**config.mk**
```make
export PLATFORM = sky130hd
export DESIGN_NAME = frame_writer
export DESIGN_NICKNAME = d
export VERILOG_FILES = /design/src/rtl/roseace_pkg.sv /design/src/rtl/frame_writer.sv
export SDC_FILE = /design/constraint.sdc
export NUM_CORES = 1
export LEC_CHECK = 0
export ABC_AREA = 0
export CORE_MARGIN = 3
export CORE_UTILIZATION = 57
export CTS_CLUSTER_SIZE = 14
export DETAILED_ROUTE_END_ITERATION = 8
export PLACE_DENSITY = 0.85
export SLEW_MARGIN = 25
export SYNTH_ARGS = -nofsm -noshare
export SYNTH_HDL_FRONTEND = slang
export SYNTH_SLANG_ARGS = --single-unit
```
**constraint.sdc**
```tcl
create_clock -name clk -period 4 [get_ports clk]
set_clock_uncertainty 0.15 [all_clocks]
set_input_delay 1.2 -clock clk [delete_from_list [all_inputs] [get_ports clk]]
set_output_delay 1.2 -clock clk [all_outputs]
set_load 0.01 [all_outputs]
```
**src/rtl/roseace_pkg.sv**
```systemverilog
// Shared definitions for the image RAM: dimensions, component slots and the
// pixel address map used by both the write path and the pixel fetch path.
package roseace_pkg;

  localparam int IMG_DIM = 256;

  typedef enum logic [1:0] {
    COMP_R   = 2'd0,
    COMP_G   = 2'd1,
    COMP_B   = 2'd2,
    COMP_PAD = 2'd3
  } comp_e;

  // Bit 18 is reserved (always 0); y and x select the pixel, comp the byte slot.
  function automatic logic [18:0] pixel_ram_addr(input logic [7:0] y,
                                                 input logic [7:0] x,
                                                 input logic [1:0] comp);
    return {1'b0, y, x, comp};
  endfunction

endpackage

```
**src/rtl/frame_writer.sv**
```systemverilog
// Writes a raster-ordered RGB byte stream into the image RAM, tracking
// (y, x, component) and optionally filling the unused fourth byte of each pixel.
module frame_writer
  import roseace_pkg::*;
#(
  parameter bit WRITE_PAD = 1'b0
) (
  input  logic        clk,
  input  logic        rst_n,
  input  logic [7:0]  in_data,
  input  logic        in_valid,
  input  logic        in_sof,
  output logic        in_ready,
  output logic [18:0] ram_waddr,
  output logic [7:0]  ram_wdata,
  output logic        ram_we,
  output logic        busy,
  output logic        frame_done,
  output logic        frame_error
);

  localparam logic [1:0] ST_IDLE = 2'd0;
  localparam logic [1:0] ST_LOAD = 2'd1;
  localparam logic [1:0] ST_PAD  = 2'd2;

  localparam logic [7:0] LAST_POS = 8'(IMG_DIM - 1);

  logic [1:0]  state_reg, state_next;
  logic [1:0]  comp_reg, comp_next;
  logic [7:0]  x_reg, x_next;
  logic [7:0]  y_reg, y_next;
  logic        in_ready_reg;
  logic [18:0] ram_waddr_reg, ram_waddr_next;
  logic [7:0]  ram_wdata_reg, ram_wdata_next;
  logic        ram_we_reg, ram_we_next;
  logic        busy_reg;
  logic        last_reg, last_next;
  logic        frame_done_reg;
  logic        frame_error_reg, frame_error_next;

  logic accept;
  logic pixel_last;

  assign accept     = in_valid & in_ready_reg;
  assign pixel_last = (y_reg == LAST_POS) && (x_reg == LAST_POS);

  always_comb begin
    state_next       = state_reg;
    comp_next        = comp_reg;
    x_next           = x_reg;
    y_next           = y_reg;
    ram_we_next      = 1'b0;
    ram_waddr_next   = ram_waddr_reg;
    ram_wdata_next   = ram_wdata_reg;
    frame_error_next = 1'b0;
    last_next        = 1'b0;

    case (state_reg)
      ST_IDLE: begin
        if (accept) begin
          if (in_sof) begin
            ram_we_next    = 1'b1;
            ram_waddr_next = pixel_ram_addr(8'd0, 8'd0, COMP_R);
            ram_wdata_next = in_data;
            comp_next      = COMP_G;
            x_next         = 8'd0;
            y_next         = 8'd0;
            state_next     = ST_LOAD;
          end else begin
            frame_error_next = 1'b1;
          end
        end
      end

      ST_LOAD: begin
        if (accept) begin
          ram_we_next    = 1'b1;
          ram_wdata_next = in_data;
          if (in_sof) begin
            // Restart: this byte becomes R of pixel (0, 0) of a fresh frame.
            frame_error_next = 1'b1;
            ram_waddr_next   = pixel_ram_addr(8'd0, 8'd0, COMP_R);
            comp_next        = COMP_G;
            x_next           = 8'd0;
            y_next           = 8'd0;
          end else begin
            ram_waddr_next = pixel_ram_addr(y_reg, x_reg, comp_reg);
            if (comp_reg == COMP_B) begin
              if (WRITE_PAD) begin
                // Hold (y, x) so the pad cycle addresses the same pixel.
                comp_next  = COMP_PAD;
                state_next = ST_PAD;
              end else begin
                comp_next = COMP_R;
                x_next    = x_reg + 8'd1;
                if (x_reg == LAST_POS) begin
                  y_next = y_reg + 8'd1;
                end
                if (pixel_last) begin
                  state_next = ST_IDLE;
                  last_next  = 1'b1;
                end
              end
            end else begin
              comp_next = comp_reg + 2'd1;
            end
          end
        end
      end

      ST_PAD: begin
        ram_we_next    = 1'b1;
        ram_waddr_next = pixel_ram_addr(y_reg, x_reg, COMP_PAD);
        ram_wdata_next = 8'h00;
        comp_next      = COMP_R;
        x_next         = x_reg + 8'd1;
        if (x_reg == LAST_POS) begin
          y_next = y_reg + 8'd1;
        end
        if (pixel_last) begin
          state_next = ST_IDLE;
          last_next  = 1'b1;
        end else begin
          state_next = ST_LOAD;
        end
      end

      default: begin
        state_next = ST_IDLE;
      end
    endcase
  end

  always_ff @(posedge clk or negedge rst_n) begin
    if (!rst_n) begin
      state_reg       <= ST_IDLE;
      comp_reg        <= 2'd0;
      x_reg           <= 8'd0;
      y_reg           <= 8'd0;
      in_ready_reg    <= 1'b1;
      ram_waddr_reg   <= 19'd0;
      ram_wdata_reg   <= 8'd0;
      ram_we_reg      <= 1'b0;
      busy_reg        <= 1'b0;
      last_reg        <= 1'b0;
      frame_done_reg  <= 1'b0;
      frame_error_reg <= 1'b0;
    end else begin
      state_reg       <= state_next;
      comp_reg        <= comp_next;
      x_reg           <= x_next;
      y_reg           <= y_next;
      in_ready_reg    <= (state_next != ST_PAD);
      ram_waddr_reg   <= ram_waddr_next;
      ram_wdata_reg   <= ram_wdata_next;
      ram_we_reg      <= ram_we_next;
      // busy covers the final write cycle and drops together with frame_done.
      busy_reg        <= (state_next != ST_IDLE) | last_next;
      last_reg        <= last_next;
      frame_done_reg  <= last_reg;
      frame_error_reg <= frame_error_next;
    end
  end

  assign in_ready    = in_ready_reg;
  assign ram_waddr   = ram_waddr_reg;
  assign ram_wdata   = ram_wdata_reg;
  assign ram_we      = ram_we_reg;
  assign busy        = busy_reg;
  assign frame_done  = frame_done_reg;
  assign frame_error = frame_error_reg;

endmodule

```
**Word-level counts from Yosys, hierarchy flattened**

Index checks and enable logic that the tools add are counted.

- Add/subtract/negate cells: 3
- Equal/unequal tests: 10
- Muxes and demuxes: 46
- Bitwise logic cells: 2
- Reduce and logical (&&, ||, !) cells: 6

Operator list:

| kind | number |
|---|---|
| 8-bit two-way mux | 12 |
| 8-bit case mux with 3 select lines | 3 |
| 19-bit two-way mux | 3 |
| 19-bit case mux with 3 select lines | 1 |
| 2-bit two-way mux | 11 |
| 18-bit two-way mux | 1 |
| 8-bit by 1-bit adder with 8-bit output (second input constant) | 2 |
| 8-bit equality test (second input constant) | 2 |
| 2-bit case mux with 3 select lines | 2 |
| 1-bit two-way mux | 10 |
| 2-bit != test (second input constant) | 4 |
| 5-bit AND reduction | 1 |
| 2-bit equality test (second input constant) | 2 |
| 1-bit case mux with 2 select lines | 2 |
| 4-bit AND reduction | 1 |
| 3-bit != test (second input constant) | 1 |
| 1-bit case mux with 3 select lines | 1 |
| 3-bit nonzero test | 1 |
| 2-bit by 1-bit adder with 2-bit output (second input constant) | 1 |
| 2-bit by 1-bit equality test with 1-bit output (second input constant) | 1 |
| 2-bit logical NOT | 1 |
| 2-bit nonzero test | 1 |
| 1-bit AND | 1 |
| 1-bit logical AND | 1 |
| 1-bit bitwise OR | 1 |

- Register bits: 53
- Bits of input ports: 12
- Output and inout port bits: 32
- Word-level logic and storage cells: 79

**Longest topological paths before layout**

- Depth in word-level cells: 9
- Mapped depth: 9
- Mapped depth without buffers: 6

**Least setup slack after synthesis**

No wires, ideal clock.

- Path type: input -> register
- Start point: input port in_sof
- End point: register y_reg[5]
- Setup time: 0.078 ns
- Arrival time: 2.411 ns
- Data required time: 3.772 ns
- Setup slack: 1.362 ns
- Stages: 5
- Buffers on the path: 1
- Path through: nor2b_4 a2111o_1 buf_6 or4_1 a21oi_1

- Cells in the longest elaborated chain, start to end: 3
- Elaborated cells between the ends (all ways): 6
- Those cells by class: eq/ne: 2; mux: 3; reduce/logical: 1

RTL lines:

| element | line | source |
|---|---|---|
| start: declaration | frame_writer.sv:12 | `input logic in_sof,` |
| 8-bit two-way mux | frame_writer.sv:79 | `if (in_sof) begin` |
| 8-bit two-way mux | frame_writer.sv:76 | `if (accept) begin` |
| 8-bit case mux with 3 select lines | frame_writer.sv:58 | `case (state_reg)` |
| end signal: assignment | frame_writer.sv:152 | `y_reg <= y_next;` |
| end: declaration | frame_writer.sv:31 | `logic [7:0] y_reg, y_next;` |

Parallel ways exist; a longest one is shown, timed or not. The select of a mux whose other input is x is not followed.
A chain may end at the register's enable or synchronous reset.

**Worst setup path after layout**

Same ends and word-level chain as after synthesis.

==> results.py <==
metrics = {
    "routing": {
        "drt-met1-wl_um": 2460,
        "drtAntennaViolNets": 0,
        "drt_iter0_drc": 196,
        "wl_per_cell_um": 16.1,
        "firstDrtPassIters": 4,
        "route.detailed.drc": 0,
        "topRoutingLayerUsed": "met4",
        "routed_wl_um": 5810,
        "wl_met2_um": 2890,
        "vias_per_cell": 6.28,
        "met3_length_um": 403,
        "num_vias": 2274,
    },
    "cts": {
        "cts_setup_buffers": 0,
        "clockBufferDepth": 2,
        "cts_tree": "built",
        "clkLatencyLatePin_ns": 0.30,
        "cts_resized": 0,
        "htree_num_levels": 2,
        "clockRootBuffer": "clkbuf_8",
        "cts_buffers": 5,
        "cts_sinks": 52,
        "hold_buffers": 0,
        "clkTransAtPathRegs_ns": 0.09,
    },
    "floorplan": {
        "rows": 24,
        "die_h_um": 74.1,
        "core_area_mm2": 0.00441,
        "die_x_um": 74.1,
        "ios": 44,
        "die-area_mm2": 0.00549,
        "start_util_pct": 59.9,
    },
    "synth": {
        "synth_top_flop_cell": "dfrtp_1",
        "synth_seq_cells": 52,
        "syn-num-nets": 296,
        "seq_area_frac_synth_pct": 49.3,
        "yosys.area.top_type_share_pct": 48.3,
        "syn_inst": 278,
        "synthTopCellsByCount": "dfrtp_1 (51), o21ai_0 (37), nand2_1 (22), clkbuf_1 (19), inv_1 (18)",
        "syn_area_per_cell_um2": 9.51,
        "yosys.area.top_type": "dfrtp_1",
        "synth-edff-count": 0,
        "syn_area_mm2": 0.00264,
        "synth_most_common_cell": "dfrtp_1",
        "yosysWarnings": 0,
        "ys_types": 44,
        "synthArstFlopShare_pct": 100,
        "netlist_top_cells_area": "dfrtp_1 (48%), o21ai_0 (7.0%), o31ai_1 (4.8%)",
    },
    "global_routing": {
        "grt_pass1_vias": 2108,
        "antenna_found_initial": 0,
        "track_usage_pct": 22.6,
        "grt_first_pass_wirelength_um": 9790,
        "grt_max_degree": 59,
        "overflow": 0,
    },
    "placed_design": {
        "dp_hpwl_um": 3980,
        "port_buffers": 42,
        "gp_congestion": 0.886,
    },
    "worst_setup_path": {
        "worstPathRequired_ns": 4.08,
        "cp-end-kind": "flop",
        "crit_type": "input pin to flop",
        "crit_fanout": 20,
        "startpoint_type": "input pin",
        "timing.reg2reg.setup_slack_ns": 1.30,
        "cp.arrival_ns": 3.42,
        "path_buf_inv": 1,
        "cp_top_family": "compound AO/OA/AOI/OAI gates",
        "slowest_delay_ns": 0.67,
        "crit_chain": "clkdlybuf4s50_1, nor2b_4, a2111o_1, or4_1, a21oi_1",
        "slowest_stage": "clkdlybuf4s50_1",
    },
    "pwr": {
        "p_comb_share_pct": 13.6,
        "power_density_mw_per_mm2": 312,
        "p_seq_share_pct": 57.7,
        "switchingPower_w": 0.000254,
        "ir_drop_mv": 0.191,
        "swShare_pct": 25.7,
        "clockPowerShare_pct": 28.7,
        "power.total_w": 0.000986,
        "p_leak_nw": 1.35,
        "internal_power_w": 0.000733,
    },
    "timing": {
        "setup_viol": 0,
        "max_freq_ghz": 0.299,
        "maxSlewViolCount": 0,
        "worstMarginPinSlew_ns": 0.673,
        "layout_min_cycle_time_ns": 3.34,
        "slew_headroom_pct": 55.1,
        "tns_ns": 0,
        "rsz0062_at_grt": "no",
        "period_share_pct": 83.6,
        "hold_viol_final": 0,
    },
    "outcome": {
        "status": "completed",
    },
    "layout": {
        "post-route-util_pct": 71.6,
        "diodes": 0,
        "nFillCells": 330,
        "largest_register_ffs": 18,
        "syn_to_final_growth_pct": 19.5,
        "drive_above_1_share_pct": 7.42,
        "fin_nets": 328,
    },
    "hold_path": {
        "hold_class": "flop to flop",
    },
    "job": {
        "drv_cap": 0,
    },
}
path summary, 6_finish.rpt:
path | startpoint | endpoint | depth (start not counted)
setup / recovery | in_sof | y_reg[5]$_DFFE_PN0P_ | 5
hold / removal | last_reg$_DFF_PN0_ | frame_done$_DFF_PN0_ | 0
setup reg to reg | state_reg[0]$_DFF_PN0_ | y_reg[5]$_DFFE_PN0P_ | 6
hold reg to reg | last_reg$_DFF_PN0_ | frame_done$_DFF_PN0_ | 0
max in group asynchronous | rst_n | in_ready$_DFF_PN1_ | 2
min in group asynchronous | rst_n | ram_wdata[3]$_DFFE_PN0P_ | 1
metrics by stage:
step                cell area (um2)  std cells  worst slack [ns]  hold slack [ns]
floorplan                      2640        278              1.36            0.181
global placement               3080        355             0.439            0.183
detailed placement             3080        355             0.355            0.186
CTS                            3160        362             0.667            0.206
global route                   3160        362             0.557            0.226
finish                         3160        362             0.656            0.204
cell usage in the layout (no fill, tap or decap), drive strengths merged, types with 12 or more instances in the layout:
master,count
dfrtp,51
clkdlybuf4s50,41
o21ai,37
nand2,22
inv,18
o31ai,17
nor2,14
a21oi,13
o41ai,13
nand3,12
layer usage:
| layer | vias up | track usage (%) |
|---|---|---|
| met4 | 0 | 5.23 |
| met5 | - | 0 |
| met3 | 8 | 4.46 |
| met1 | 1095 | 31.1 |
| li1 | 1085 | - |
| met2 | 86 | 37.3 |
final cells by class:
type	instances	area (um2)	share of cell area, %
multi-input cells	185	1170	37.1
clock inverters	1	5.00	0.158
repair buffers	48	473	15.0
inverters	18	67.6	2.14
flip-flops and latches	52	1300	41.2
well taps	52	65.1	2.06
clock buffers	6	72.6	2.30
power groups by stage:
| stage | registers, W | clock network, W | logic [W] |
|---|---|---|---|
| floorplan | 0.000582 | 0 | 0.0000621 |
| global placement | 0.000578 | 0 | 0.000132 |
| detailed placement | 0.000579 | 0 | 0.000135 |
| CTS | 0.000569 | 0.000288 | 0.000135 |
| global route | 0.000574 | 0.000306 | 0.000149 |
| finish | 0.000569 | 0.000283 | 0.000134 |
logic make-up after synthesis:
| family | synth area share [%] |
|---|---|
| fa+ha+maj | 2.84 |
| mux | 2.03 |
| buf+inv | 6.34 |
| flops | 49.3 |
| simple gates | 14.1 |
| compound gates | 25.3 |
| other cells | 0.142 |
Power figures use the tool's default switching activity.
